==> src/rtl/hall_call_panel_pkg.sv <==
// elevator_pkg: constants and floor-FSM encoding shared by the hall call panel and its controller
package elevator_pkg;
    localparam int N_FLOORS = 4;
    localparam logic DIR_UP = 1'b1;
    localparam logic DIR_DOWN = 1'b0;
    typedef enum logic [1:0] {F_IDLE, F_PENDING, F_OPEN, F_GAP} floor_state_e;
endpackage

==> src/rtl/hall_call_panel_if.sv <==
// hall_call_panel_if: hall buttons and controller status in, f_req pulses and lamps out
interface hall_call_panel_if;
    logic [elevator_pkg::N_FLOORS-1:0] up_btn;
    logic [elevator_pkg::N_FLOORS-1:0] down_btn;
    logic [1:0] current_floor;
    logic direction;
    logic door_open;
    logic [elevator_pkg::N_FLOORS-1:0] f_req;
    logic [elevator_pkg::N_FLOORS-1:0] up_lamp;
    logic [elevator_pkg::N_FLOORS-1:0] down_lamp;
    logic pending;
    modport master (
        input  up_btn, down_btn, current_floor, direction, door_open,
        output f_req, up_lamp, down_lamp, pending
    );
    modport slave (
        output up_btn, down_btn, current_floor, direction, door_open,
        input  f_req, up_lamp, down_lamp, pending
    );
endinterface

==> src/rtl/btn_debounce.sv <==
// btn_debounce: 2-flop synchroniser plus debounce counter, emits a one-cycle press on a stable rise
module btn_debounce #(
    parameter int DEBOUNCE_CYCLES = 4
) (
    input  logic clk,
    input  logic rst_n,
    input  logic btn_i,
    output logic press_o
);
    localparam int CW = $clog2(DEBOUNCE_CYCLES);
    logic [1:0] sync_q;
    logic [CW-1:0] cnt_q;
    logic stable_q;
    logic press_q;
    logic flip;
    assign flip = (sync_q[1] != stable_q) && (cnt_q == CW'(DEBOUNCE_CYCLES - 1));
    always_ff @(posedge clk or negedge rst_n) begin
        if (!rst_n) begin
            sync_q <= '0;
            cnt_q <= '0;
            stable_q <= 1'b0;
            press_q <= 1'b0;
        end else begin
            sync_q <= {sync_q[0], btn_i};
            cnt_q <= (sync_q[1] == stable_q || flip) ? '0 : cnt_q + CW'(1);
            stable_q <= stable_q ^ flip;
            press_q <= flip & sync_q[1];
        end
    end
    assign press_o = press_q;
endmodule

==> src/rtl/hall_floor_ctrl.sv <==
// hall_floor_ctrl: per-floor call FSM latching lamps, retiring served calls and re-issuing leftovers
module hall_floor_ctrl
    import elevator_pkg::*;
#(
    parameter int REISSUE_GAP = 2
) (
    input  logic clk,
    input  logic rst_n,
    input  logic press_up_i,
    input  logic press_dn_i,
    input  logic serve_i,
    input  logic direction_i,
    output logic up_lamp_o,
    output logic dn_lamp_o,
    output logic f_req_o
);
    localparam int GW = $clog2(REISSUE_GAP + 1);
    floor_state_e state_q;
    logic [GW-1:0] gap_q;
    logic up_q, dn_q, f_req_q, up_d, dn_d, set_up, set_dn, retire;
    assign set_up = press_up_i & ~(serve_i & (direction_i == DIR_UP));
    assign set_dn = press_dn_i & ~(serve_i & (direction_i == DIR_DOWN));
    assign retire = serve_i & (state_q == F_PENDING || state_q == F_GAP);
    // Clear the lamp for travel direction if lit, else the opposite one, so one stop retires one call
    assign up_d = set_up | (up_q & ~(retire & (direction_i == DIR_UP ? up_q : ~dn_q)));
    assign dn_d = set_dn | (dn_q & ~(retire & (direction_i == DIR_UP ? ~up_q : dn_q)));
    always_ff @(posedge clk or negedge rst_n) begin
        if (!rst_n) begin
            state_q <= F_IDLE;
            gap_q <= '0;
            up_q <= 1'b0;
            dn_q <= 1'b0;
            f_req_q <= 1'b0;
        end else begin
            f_req_q <= 1'b0;
            up_q <= up_d;
            dn_q <= dn_d;
            case (state_q)
                F_IDLE: if (set_up | set_dn) begin
                    state_q <= serve_i ? F_OPEN : F_PENDING;
                    f_req_q <= ~serve_i;
                end
                F_PENDING: if (serve_i) state_q <= F_OPEN;
                F_OPEN: if (!serve_i) begin
                    state_q <= (up_d | dn_d) ? F_GAP : F_IDLE;
                    gap_q <= GW'(REISSUE_GAP);
                end
                F_GAP: if (serve_i) begin
                    state_q <= F_OPEN;
                end else if (gap_q == GW'(1)) begin
                    gap_q <= '0;
                    f_req_q <= 1'b1;
                    state_q <= F_PENDING;
                end else begin
                    gap_q <= gap_q - GW'(1);
                end
                default: state_q <= F_IDLE;
            endcase
        end
    end
    assign up_lamp_o = up_q;
    assign dn_lamp_o = dn_q;
    assign f_req_o = f_req_q;
endmodule

==> src/rtl/hall_call_panel.sv <==
// hall_call_panel: debounces hall buttons and runs one call FSM per floor toward the controller's f_req
module hall_call_panel
    import elevator_pkg::*;
#(
    parameter int DEBOUNCE_CYCLES = 4,
    parameter int REISSUE_GAP = 2
) (
    input  logic clk,
    input  logic rst_n,
    hall_call_panel_if.master bus_io
);
    for (genvar f = 0; f < N_FLOORS; f++) begin : g_floor
        logic up_raw, dn_raw;
        btn_debounce #(.DEBOUNCE_CYCLES(DEBOUNCE_CYCLES)) u_up (
            .clk(clk), .rst_n(rst_n), .btn_i(bus_io.up_btn[f]), .press_o(up_raw)
        );
        btn_debounce #(.DEBOUNCE_CYCLES(DEBOUNCE_CYCLES)) u_dn (
            .clk(clk), .rst_n(rst_n), .btn_i(bus_io.down_btn[f]), .press_o(dn_raw)
        );
        // Top floor has no up call and ground floor no down call
        hall_floor_ctrl #(.REISSUE_GAP(REISSUE_GAP)) u_ctrl (
            .clk(clk),
            .rst_n(rst_n),
            .press_up_i((f != N_FLOORS - 1) && up_raw),
            .press_dn_i((f != 0) && dn_raw),
            .serve_i(bus_io.door_open && (bus_io.current_floor == 2'(f))),
            .direction_i(bus_io.direction),
            .up_lamp_o(bus_io.up_lamp[f]),
            .dn_lamp_o(bus_io.down_lamp[f]),
            .f_req_o(bus_io.f_req[f])
        );
    end
    assign bus_io.pending = |{bus_io.up_lamp, bus_io.down_lamp};
endmodule

==> src/flat_wrapper.sv <==
// flat-port wrapper written by rule: the top's interface ports become plain ports
module hall_call_panel_flat import elevator_pkg::*;
#(
    parameter int DEBOUNCE_CYCLES = 4,
    parameter int REISSUE_GAP = 2
)
  (clk, rst_n, bus_io_up_btn, bus_io_down_btn, bus_io_current_floor, bus_io_direction, bus_io_door_open, bus_io_f_req, bus_io_up_lamp, bus_io_down_lamp, bus_io_pending);
  hall_call_panel_if bus_io_i ();
  input  logic clk;
  input  logic rst_n;
  input wire logic [$bits(bus_io_i.up_btn)-1:0] bus_io_up_btn;
  input wire logic [$bits(bus_io_i.down_btn)-1:0] bus_io_down_btn;
  input wire logic [$bits(bus_io_i.current_floor)-1:0] bus_io_current_floor;
  input wire logic [$bits(bus_io_i.direction)-1:0] bus_io_direction;
  input wire logic [$bits(bus_io_i.door_open)-1:0] bus_io_door_open;
  output wire logic [$bits(bus_io_i.f_req)-1:0] bus_io_f_req;
  output wire logic [$bits(bus_io_i.up_lamp)-1:0] bus_io_up_lamp;
  output wire logic [$bits(bus_io_i.down_lamp)-1:0] bus_io_down_lamp;
  output wire logic [$bits(bus_io_i.pending)-1:0] bus_io_pending;
  assign bus_io_i.up_btn = bus_io_up_btn;
  assign bus_io_i.down_btn = bus_io_down_btn;
  assign bus_io_i.current_floor = bus_io_current_floor;
  assign bus_io_i.direction = bus_io_direction;
  assign bus_io_i.door_open = bus_io_door_open;
  assign bus_io_f_req = bus_io_i.f_req;
  assign bus_io_up_lamp = bus_io_i.up_lamp;
  assign bus_io_down_lamp = bus_io_i.down_lamp;
  assign bus_io_pending = bus_io_i.pending;
  hall_call_panel #(.DEBOUNCE_CYCLES(DEBOUNCE_CYCLES), .REISSUE_GAP(REISSUE_GAP)) u_core (.clk(clk), .rst_n(rst_n), .bus_io(bus_io_i));
endmodule
==> config.mk <==
export PLATFORM = sky130hd
export DESIGN_NAME = hall_call_panel_flat
export DESIGN_NICKNAME = d
export VERILOG_FILES = /design/src/rtl/hall_call_panel_pkg.sv /design/src/rtl/hall_call_panel_if.sv /design/src/rtl/btn_debounce.sv /design/src/rtl/hall_floor_ctrl.sv /design/src/rtl/hall_call_panel.sv /design/src/flat_wrapper.sv
export SDC_FILE = /design/constraint.sdc
export NUM_CORES = 1
export LEC_CHECK = 0
export CAP_MARGIN = 15
export CORE_ASPECT_RATIO = 1.4
export CORE_MARGIN = 2
export CORE_UTILIZATION = 30
export CTS_BUF_LIST = sky130_fd_sc_hd__clkbuf_8
export CTS_CLUSTER_SIZE = 28
export DETAILED_ROUTE_END_ITERATION = 6
export SYNTH_ARGS = -nofsm -noshare
export SYNTH_HDL_FRONTEND = slang
export SYNTH_SLANG_ARGS = --single-unit
==> constraint.sdc <==
create_clock -name clk -period 2.25 [get_ports clk]
set_input_delay 0.225 -clock clk [delete_from_list [all_inputs] [get_ports clk]]
set_output_delay 0.225 -clock clk [all_outputs]
set_load 0.1 [all_outputs]
Yosys cells after proc, flatten, opt, wreduce, memory -nomap -nowiden --
Cells that the tools add are included.
Storage, ports and cells: output and inout bits 13, logic and storage cells 310, bits in registers 64
Operators by class: reduce and logical (&&, ||, !) cells 38, equality and inequality tests 57, multiplexer cells 78, bitwise gates (word level) 83, $add $sub $neg 10
Operator list (number):
- $mux 2 | 46
- $and 1x1->1 | 38
- $eq 2x2->1 const B | 16
- $ne 2x2->1 const B | 16
- $pmux 2 s4 | 4
- $not 1->1 | 27
- $mux 1 | 20
- $eq 2x1->1 const B | 9
- $pmux 2 s2 | 4
- $reduce_and 4->1 | 4
- $add 2x1->2 const B | 6
- $ne 3x2->1 const B | 4
- $or 1x1->1 | 12
- $reduce_and 3->1 | 4
- $logic_and 1x1->1 | 10
- $logic_not 2->1 | 5
- $logic_or 1x1->1 | 10
- $pmux 1 s2 | 4
- $reduce_bool 2->1 | 4
- $reduce_or 8->1 | 1
- $sub 2x1->2 const B | 4
- $eq 1x1->1 | 6
- $ne 1x1->1 | 6
- $xor 1x1->1 | 6

Logic depth before layout (Yosys ltp) --
Gate-level depths: netlist of the first run.
depth after elaboration 11, gate-level depth with buffers 6, mapped depth without buffers 6

Hierarchy --
Synthesis of the first run repeated with hierarchy kept, for this count alone.
Second synthesis, totals: cells, all modules 314, area, all modules 3374.5 µm²
Modules (own cells, without submodules):
- btn_debounce | times used 6, seq. area each 150.1 µm², area an instance 205.2 µm², cells an instance 14
- hall_floor_ctrl (u_core.g_floor[0].u_ctrl ...) | times used 2, seq. area each 175.2 µm², area an instance 528.0 µm², cells an instance 56
- hall_floor_ctrl (u_core.g_floor[1].u_ctrl) | times used 1, seq. area each 175.2 µm², area an instance 521.8 µm², cells an instance 56
- hall_floor_ctrl (u_core.g_floor[3].u_ctrl) | times used 1, seq. area each 175.2 µm², area an instance 515.5 µm², cells an instance 53
- hall_call_panel | times used 1, seq. area each 0.0 µm², area an instance 50.0 µm², cells an instance 9

Least setup slack after synthesis of the first run --
OpenSTA, ideal clock, no wires.
kind register to output, from reg u_core.g_floor[2].u_ctrl.dn_q, to out bus_io_pending, stages on the path, launching flop included 4, setup slack 0.450 ns, buffers on the path 0, arrival 1.575 ns, cells stage by stage dfrtp_1 or2_2 nor3_1 nand3_1
On the way: longest elaborated chain between the ends 1
RTL lines:
- from (decl) | RTL line hall_floor_ctrl.sv:20 | logic up_q, dn_q, f_req_q, up_d, dn_d, set_up, set_dn, retire;
- from (signal assigned) | RTL line hall_floor_ctrl.sv:37 | dn_q <= dn_d;
- $reduce_or 8->1 | RTL line hall_call_panel.sv:33 | assign bus_io.pending = |{bus_io.up_lamp, bus_io.down_lamp};
- to (decl) | RTL line flat_wrapper.sv:19 | output wire logic [$bits(bus_io_i.pending)-1:0] bus_io_pending;
No other way between the ends.

Worst setup path after layout of the first run --
Ends and elaborated chain as after synthesis.

==> impl_metrics.py, run 1 <==
metrics = {
    "setup_path": {
        "worst_setup_path_end_kind": "output port",
        "critical_path_data_arrival_time_ps": 1610,
        "critical_path.startpoint_type": "flop",
        "cp_max_fanout": 4,
        "critical_path_class": "reg2out",
        "critPathRequiredTime_ps": 2030,
    },
    "global_routing": {
        "grt_max_degree": 37,
        "track_usage_pct": 11.3,
        "global_route.usage.met3_pct": 3.81,
        "global_route.usage.met2_pct": 18.8,
        "grt_remaining_overflow": 0,
        "antenna_found_initial": 0,
        "grt_pass1_vias": 2345,
        "grt.met1_usage_pct": 13.2,
        "globalRoute.busiestLayer": "met2",
        "grt_pass1_wl_mm": 10.7,
    },
    "synth": {
        "yosys-top-cells-count": "sky130_fd_sc_hd__dfrtp_1 (64), sky130_fd_sc_hd__inv_1 (28), sky130_fd_sc_hd__ha_1 (26), sky130_fd_sc_hd__nor2_1 (23), sky130_fd_sc_hd__o21ai_0 (22)",
        "post-synth-top-count-cell": "sky130_fd_sc_hd__dfrtp_1",
        "ys_top_cells_by_area": "sky130_fd_sc_hd__dfrtp_1 (48%), sky130_fd_sc_hd__ha_1 (9.8%), sky130_fd_sc_hd__o21ai_0 (3.3%), sky130_fd_sc_hd__buf_4 (3.2%), sky130_fd_sc_hd__inv_1 (3.2%)",
        "synth.net_count": 356,
        "ys_seq_area_share_pct": 48.3,
        "synth_cell_type_count": 56,
        "synth_edf_count": 0,
        "yosys.area.top_type_share_pct": 48.3,
        "ys.flop_type": "sky130_fd_sc_hd__dfrtp_1",
        "post_synth_inst_count": 316,
        "synth_area_mm2": 0.00331,
        "synth_async_sr_flop_share_pct": 100,
        "postSynthAreaPerCell_um2": 10.5,
        "synth_warnings": 0,
        "synth_largest_area_cell": "sky130_fd_sc_hd__dfrtp_1",
        "ys_seq_elements": 64,
    },
    "pwr": {
        "peakVddDrop_mv": 0.399,
        "power.sequential.fraction_pct": 34.1,
        "static-leakage-power_uw": 0.00178,
        "internal_power_uw": 3040,
        "clockPowerShare_pct": 21.1,
        "netSwitchingFraction_pct": 41.2,
        "combPwrFrac_pct": 44.8,
        "power.density_mw_per_mm2": 1340,
        "p_sw_uw": 2130,
        "power.total_uw": 5170,
    },
    "final_layout": {
        "nets": 382,
        "area_delta_synth_final_pct": 16.7,
        "design_area_mm2": 0.00387,
        "fraction_of_layout_instances_using_a_drive_strength_above_1_pct": 13.3,
        "filler_cell_count": 1106,
        "antenna-diode-count": 0,
    },
    "timing": {
        "setup_viol": 0,
        "fraction_of_the_cycle_the_final_worst_path_needs_pct": 81.4,
        "timing.slew.headroom_pct": 52.6,
        "max_freq_ghz": 0.546,
        "setup_repair_after_global_routing_missed_its_margin": "no",
        "final-hold-violation-count": 0,
        "setup_slack_ps": 418,
        "fin_crit_ps": 1830,
        "worst_pin_slew_ps": 711,
        "skew_ps": 9.76,
        "finalMaxSlewViolations": 0,
        "fin_tns_setup_ps": 0,
    },
    "route": {
        "routed_wirelength_mm": 6.00,
        "dr.pass1.iters": 4,
        "num_vias": 2322,
        "avgViaCountPerCell": 4.76,
        "drc": 0,
        "first_iter_violations": 65,
        "drt.antenna.violating_nets": 0,
        "routed_wire_length_per_instance_um": 12.3,
    },
    "cts": {
        "cts_buffers": 9,
        "clock-root-buffer": "sky130_fd_sc_hd__clkbuf_8",
        "cts_num_sinks": 64,
        "cts-root-to-sink-buffers": 2,
        "clk_latency_ps": 340,
        "tritoncts": "built",
        "cts.clk_slew.worst_paths_ps": 70,
        "h-tree-depth": 3,
        "cts_resized": 0,
    },
    "floorplan": {
        "rows": 45,
        "floorplan.die_area_mm2": 0.0119,
        "initial_core_util_pct": 30.6,
        "fp.dieH_um": 128,
        "placeableCoreArea_mm2": 0.0108,
        "chipWidth_um": 92.8,
        "num_io_pins": 27,
    },
    "place": {
        "placement.cell_area_mm2": 0.00364,
        "detailedPlace.worstSlack_ps": 108,
        "port-buffer-count": 24,
        "globalplace.congestion": 0.854,
        "dp_hpwl_mm": 4.37,
    },
    "worst_hold_path": {
        "timing.hold.worst.class": "in2reg",
    },
    "run": {
        "max_cap_check_violation_count": 0,
    },
    "run_status": {
        "outcome": "complete, no violations",
    },
}
[sequential cells by signal, indices dropped and copies added (netlist names), named ones only]
signal / count
u_core.g_floor.u_ctrl.gap_q: 8
u_core.g_floor.u_up.press_o: 3
u_core.g_floor.u_ctrl.f_req_o: 4
u_core.g_floor.u_dn.cnt_q: 6
u_core.g_floor.u_dn.sync_q: 6
u_core.g_floor.u_ctrl.up_lamp_o: 4
u_core.g_floor.u_ctrl.dn_lamp_o: 4
u_core.g_floor.u_ctrl.state_q: 8
u_core.g_floor.u_up.cnt_q: 6
u_core.g_floor.u_dn.press_o: 3
u_core.g_floor.u_up.sync_q: 6
[critical path: stages, from the launching register on]
cell                      delay (ps)
sky130_fd_sc_hd__dfrtp_1         420
sky130_fd_sc_hd__or2_2           350
sky130_fd_sc_hd__nor3_1          150
sky130_fd_sc_hd__nand3_1         100
sky130_fd_sc_hd__buf_4           240
[cell type report]
type                    instances  area, um^2  share of cell area, %
well taps                     141         176                   4.56
inverters                      28         105                   2.72
repair buffers                 33         285                   7.38
clock inverters                 6        83.8                   2.17
multi-input cells             206        1480                   38.2
clock buffers                  10         138                   3.56
flip-flops and latches         64        1600                   41.4
[timing repair]
item | 4_1_cts | 5_1_grt
endpoints found under the hold margin | 28 | 0
hold buffers | 1 | 0
setup buffers | 0 | 0
[layer usage]
metal / wire length, um / part of all wire [%]
met5: 0 / 0
met4: 128 / 2.1
met3: 199 / 3.3
met2: 3030 / 51
met1: 2640 / 44
[placed cells by master (no fill, tap or decap), drive strengths merged, types with 4 or more instances in the layout]
cell,n
a21oi,8
a22o,4
a22oi,4
buf,22
clkbuf,10
clkdlybuf4s50,10
dfrtp,64
ha,26
inv,29
mux2i,4
nand2,21
nand3,4
nor2,23
nor2b,6
nor3,9
nor3b,7
o211ai,5
o21a,7
o21ai,22
o31ai,5
xnor2,6
[stage by stage]
step / utilization, % / std cells / hold WS [ps]
2_1_floorplan: - / 316 / -70.6
3_3_place_gp: 33.6 / 471 / 323
3_5_place_dp: 33.6 / 471 / 326
4_1_cts: 35.8 / 488 / 299
5_1_grt: 35.8 / 488 / 291
6_report: 35.8 / 488 / 319
[power groups by stage]
stage | clock (uW) | sequential, uW | combinational [uW]
3_3_place_gp | 0 | 1770 | 2290
2_1_floorplan | 0 | 1720 | 1950
5_1_grt | 1190 | 1820 | 2590
6_report | 1090 | 1770 | 2320
4_1_cts | 1130 | 1770 | 2350
3_5_place_dp | 0 | 1790 | 2330
[path summary, 6_finish.rpt]
check / cells past startpoint / end / slack (ps) / start
max in group asynchronous: 3 / async pin / 1150 / rst_n
setup reg to reg: 6 / u_core.g_floor[0].u_ctrl.state_q[1] / 430 / u_core.g_floor[0].u_ctrl.state_q[0]
min in group asynchronous: 2 / u_core.g_floor[0].u_up.sync_q[1] / 460 / rst_n
setup / recovery: 4 / bus_io_pending / 420 / u_core.g_floor[2].u_ctrl.dn_lamp_o
hold reg to reg: 0 / u_core.g_floor[0].u_up.sync_q[1] / 350 / u_core.g_floor[0].u_up.sync_q[0]
hold / removal: 1 / u_core.g_floor[1].u_up.sync_q[0] / 320 / bus_io_up_btn[1]
[logic make-up after synthesis]
logic type               after synthesis  share of synthesized area [%]
flip-flops                            64                           48.3
AND/OR/NAND/NOR                       87                           13.8
buffers and inverters                 46                           7.06
AO/OA/AOI/OAI                         79                           16.8
multiplexers                           7                           2.23
XOR/XNOR                               6                           1.59
adder cells (fa/ha/maj)               27                           10.2
No activity file was read; power rests on OpenSTA's default activity.
==> run 2, diff against run 1 <==
- clock period: 2.25 -> 1.8 ns (I/O delays scaled with it)
==> run 2 against run 1 <==
Against the previous run: global-route usage is 0.38 points higher; via count up 4.5%; sequential power is 25% higher; clock skew is 0.91 ps higher; register-to-register slack worse by 360 ps; worst setup slack got worse by 360 ps; sequential share of layout area fell by 2.3 points; first-iteration DRC count increased by 12%; final cell count is 3.7% higher; largest power group unchanged; clock-buffer cell count shrank 1.
==> impl_metrics.py, run 2 (same netlist as run 1, synthesis figures left out) <==
metrics = {
    "route": {
        "dr.pass1.iters": 4,
        "first_iter_violations": 73,
        "avgViaCountPerCell": 4.80,
        "drt.antenna.violating_nets": 0,
        "routed_wirelength_mm": 6.38,
        "drc": 0,
        "routed_wire_length_per_instance_um": 12.6,
        "num_vias": 2427,
    },
    "timing": {
        "worst_pin_slew_ps": 343,
        "final-hold-violation-count": 0,
        "finalMaxSlewViolations": 0,
        "timing.slew.headroom_pct": 77.1,
        "max_freq_ghz": 0.574,
        "fraction_of_the_cycle_the_final_worst_path_needs_pct": 96.9,
        "skew_ps": 10.7,
        "setup_slack_ps": 56.5,
        "fin_tns_setup_ps": 0,
        "fin_crit_ps": 1740,
        "setup_viol": 0,
    },
    "floorplan": {
        "rows": 45,
        "chipWidth_um": 92.8,
        "num_io_pins": 27,
        "floorplan.die_area_mm2": 0.0119,
        "fp.dieH_um": 128,
        "initial_core_util_pct": 30.6,
        "placeableCoreArea_mm2": 0.0108,
    },
    "global_routing": {
        "grt_remaining_overflow": 0,
        "grt_pass1_vias": 2519,
        "track_usage_pct": 11.7,
        "grt_max_degree": 34,
        "grt_pass1_wl_mm": 11.2,
        "antenna_found_initial": 0,
    },
    "setup_path": {
        "cp_max_fanout": 3,
        "critical_path_class": "reg2out",
        "critical_path.startpoint_type": "flop",
        "critical_path_data_arrival_time_ps": 1560,
        "critPathRequiredTime_ps": 1620,
        "timing.reg2reg.worst_path_depth": 6,
        "reg2reg_to": "u_core.g_floor[3].u_ctrl.state_q[1]",
        "worst_setup_path_end_kind": "output port",
        "r2r_start": "u_core.g_floor[3].u_ctrl.state_q[1]",
        "reg2reg_slack_ps": 70,
    },
    "worst_hold_path": {
        "timing.hold.worst.class": "in2async",
    },
    "pwr": {
        "peakVddDrop_mv": 0.467,
        "static-leakage-power_uw": 0.00187,
        "power.density_mw_per_mm2": 1680,
    },
    "cts": {
        "clock-root-buffer": "sky130_fd_sc_hd__clkbuf_8",
        "h-tree-depth": 3,
        "tritoncts": "built",
        "cts_buffers": 9,
        "cts_num_sinks": 64,
        "cts.clk_slew.worst_paths_ps": 80,
        "clk_latency_ps": 350,
        "cts-root-to-sink-buffers": 2,
    },
    "run": {
        "max_cap_check_violation_count": 0,
    },
    "place": {
        "dp_hpwl_mm": 4.61,
        "detailedPlace.worstSlack_ps": -230,
        "globalplace.congestion": 0.889,
        "port-buffer-count": 24,
    },
    "final_layout": {
        "area_delta_synth_final_pct": 23.7,
        "antenna-diode-count": 0,
        "largest_regs": "u_core.g_floor.u_ctrl.gap_q: 8 flops, u_core.g_floor.u_ctrl.state_q: 8 flops",
        "mostFrequentLayoutCell": "sky130_fd_sc_hd__dfrtp_1",
        "filler_cell_count": 1060,
        "fraction_of_layout_instances_using_a_drive_strength_above_1_pct": 21.9,
        "nets": 400,
        "most-common-layout-cells": "sky130_fd_sc_hd__dfrtp_1 (63), sky130_fd_sc_hd__buf_4 (35), sky130_fd_sc_hd__inv_1 (26)",
        "utilization_pct": 37.9,
    },
    "run_status": {
        "outcome": "complete, no violations",
    },
}
## run 2: cell types whose count changed in the layout (fill, tap and decap cells not counted), sizes merged
cell      change
clkinvlp      +1
inv           -1
clkinv        +1
buf          +18
clkbuf        -1
## run 2: how the worst max path moves through the flow
stage                                                   start                             endpoint  slack (ps)
after CTS                 u_core.g_floor[3].u_ctrl.state_q[1]  u_core.g_floor[3].u_ctrl.state_q[1]           8
after detailed placement                     bus_io_door_open  u_core.g_floor[1].u_ctrl.state_q[1]        -230
after floorplan            u_core.g_floor[2].u_ctrl.dn_lamp_o                       bus_io_pending          40
final                      u_core.g_floor[2].u_ctrl.dn_lamp_o                       bus_io_pending          60
after global routing       u_core.g_floor[2].u_ctrl.dn_lamp_o                       bus_io_pending         -30
after global placement                       bus_io_direction  u_core.g_floor[2].u_ctrl.state_q[0]        -180
## run 2: cell type report
class	instances	area (um^2)	share of cell area, %
clock buffers	9	124	3.02
multi-input cells	206	1540	37.5
inverters	28	105	2.56
flip-flops and latches	64	1600	39.1
well taps	141	176	4.30
clock inverters	7	96.3	2.35
repair buffers	51	458	11.2
## run 2: power by group
| group | leakage (uW) | internal [uW] | switching [uW] |
|---|---|---|---|
| Combinational | 0.000966 | 1380 | 1910 |
| Sequential | 0.000799 | 1880 | 339 |
| Clock | 0.000101 | 778 | 591 |
## run 2: stage by stage
stage / hold WS [ps] / total power, uW / instance area (um^2) / std cells
after CTS: 243 / 6800 / 4030 / 504
after detailed placement: 90.4 / 5370 / 3790 / 486
after global routing: 249 / 7430 / 4100 / 506
final: 253 / 6880 / 4100 / 506
after global placement: 95.8 / 5290 / 3790 / 486
after floorplan: -116 / 4580 / 3310 / 316
## run 2: layer usage
metal | GRT usage, % | share of wire (%)
met4 | 5.88 | 2.3
met2 | 19.7 | 51
met5 | 0 | 0
met3 | 2.81 | 3.6
met1 | 14.1 | 44
## run 2: critical path: stages, from the launching register on
cell and delay, ps:
sky130_fd_sc_hd__dfrtp_1 400, sky130_fd_sc_hd__or2_2 340, sky130_fd_sc_hd__nor3_2 150, sky130_fd_sc_hd__nand3_2 120
sky130_fd_sc_hd__buf_12 190
## run 2: what timing repair did
action	4_1_cts	5_1_grt
pin swaps	0	1
hold buffers	1	0
gates resized for setup	3	13
setup buffers	1	2
setup endpoints to repair	2	5
hold endpoints to repair	11	0
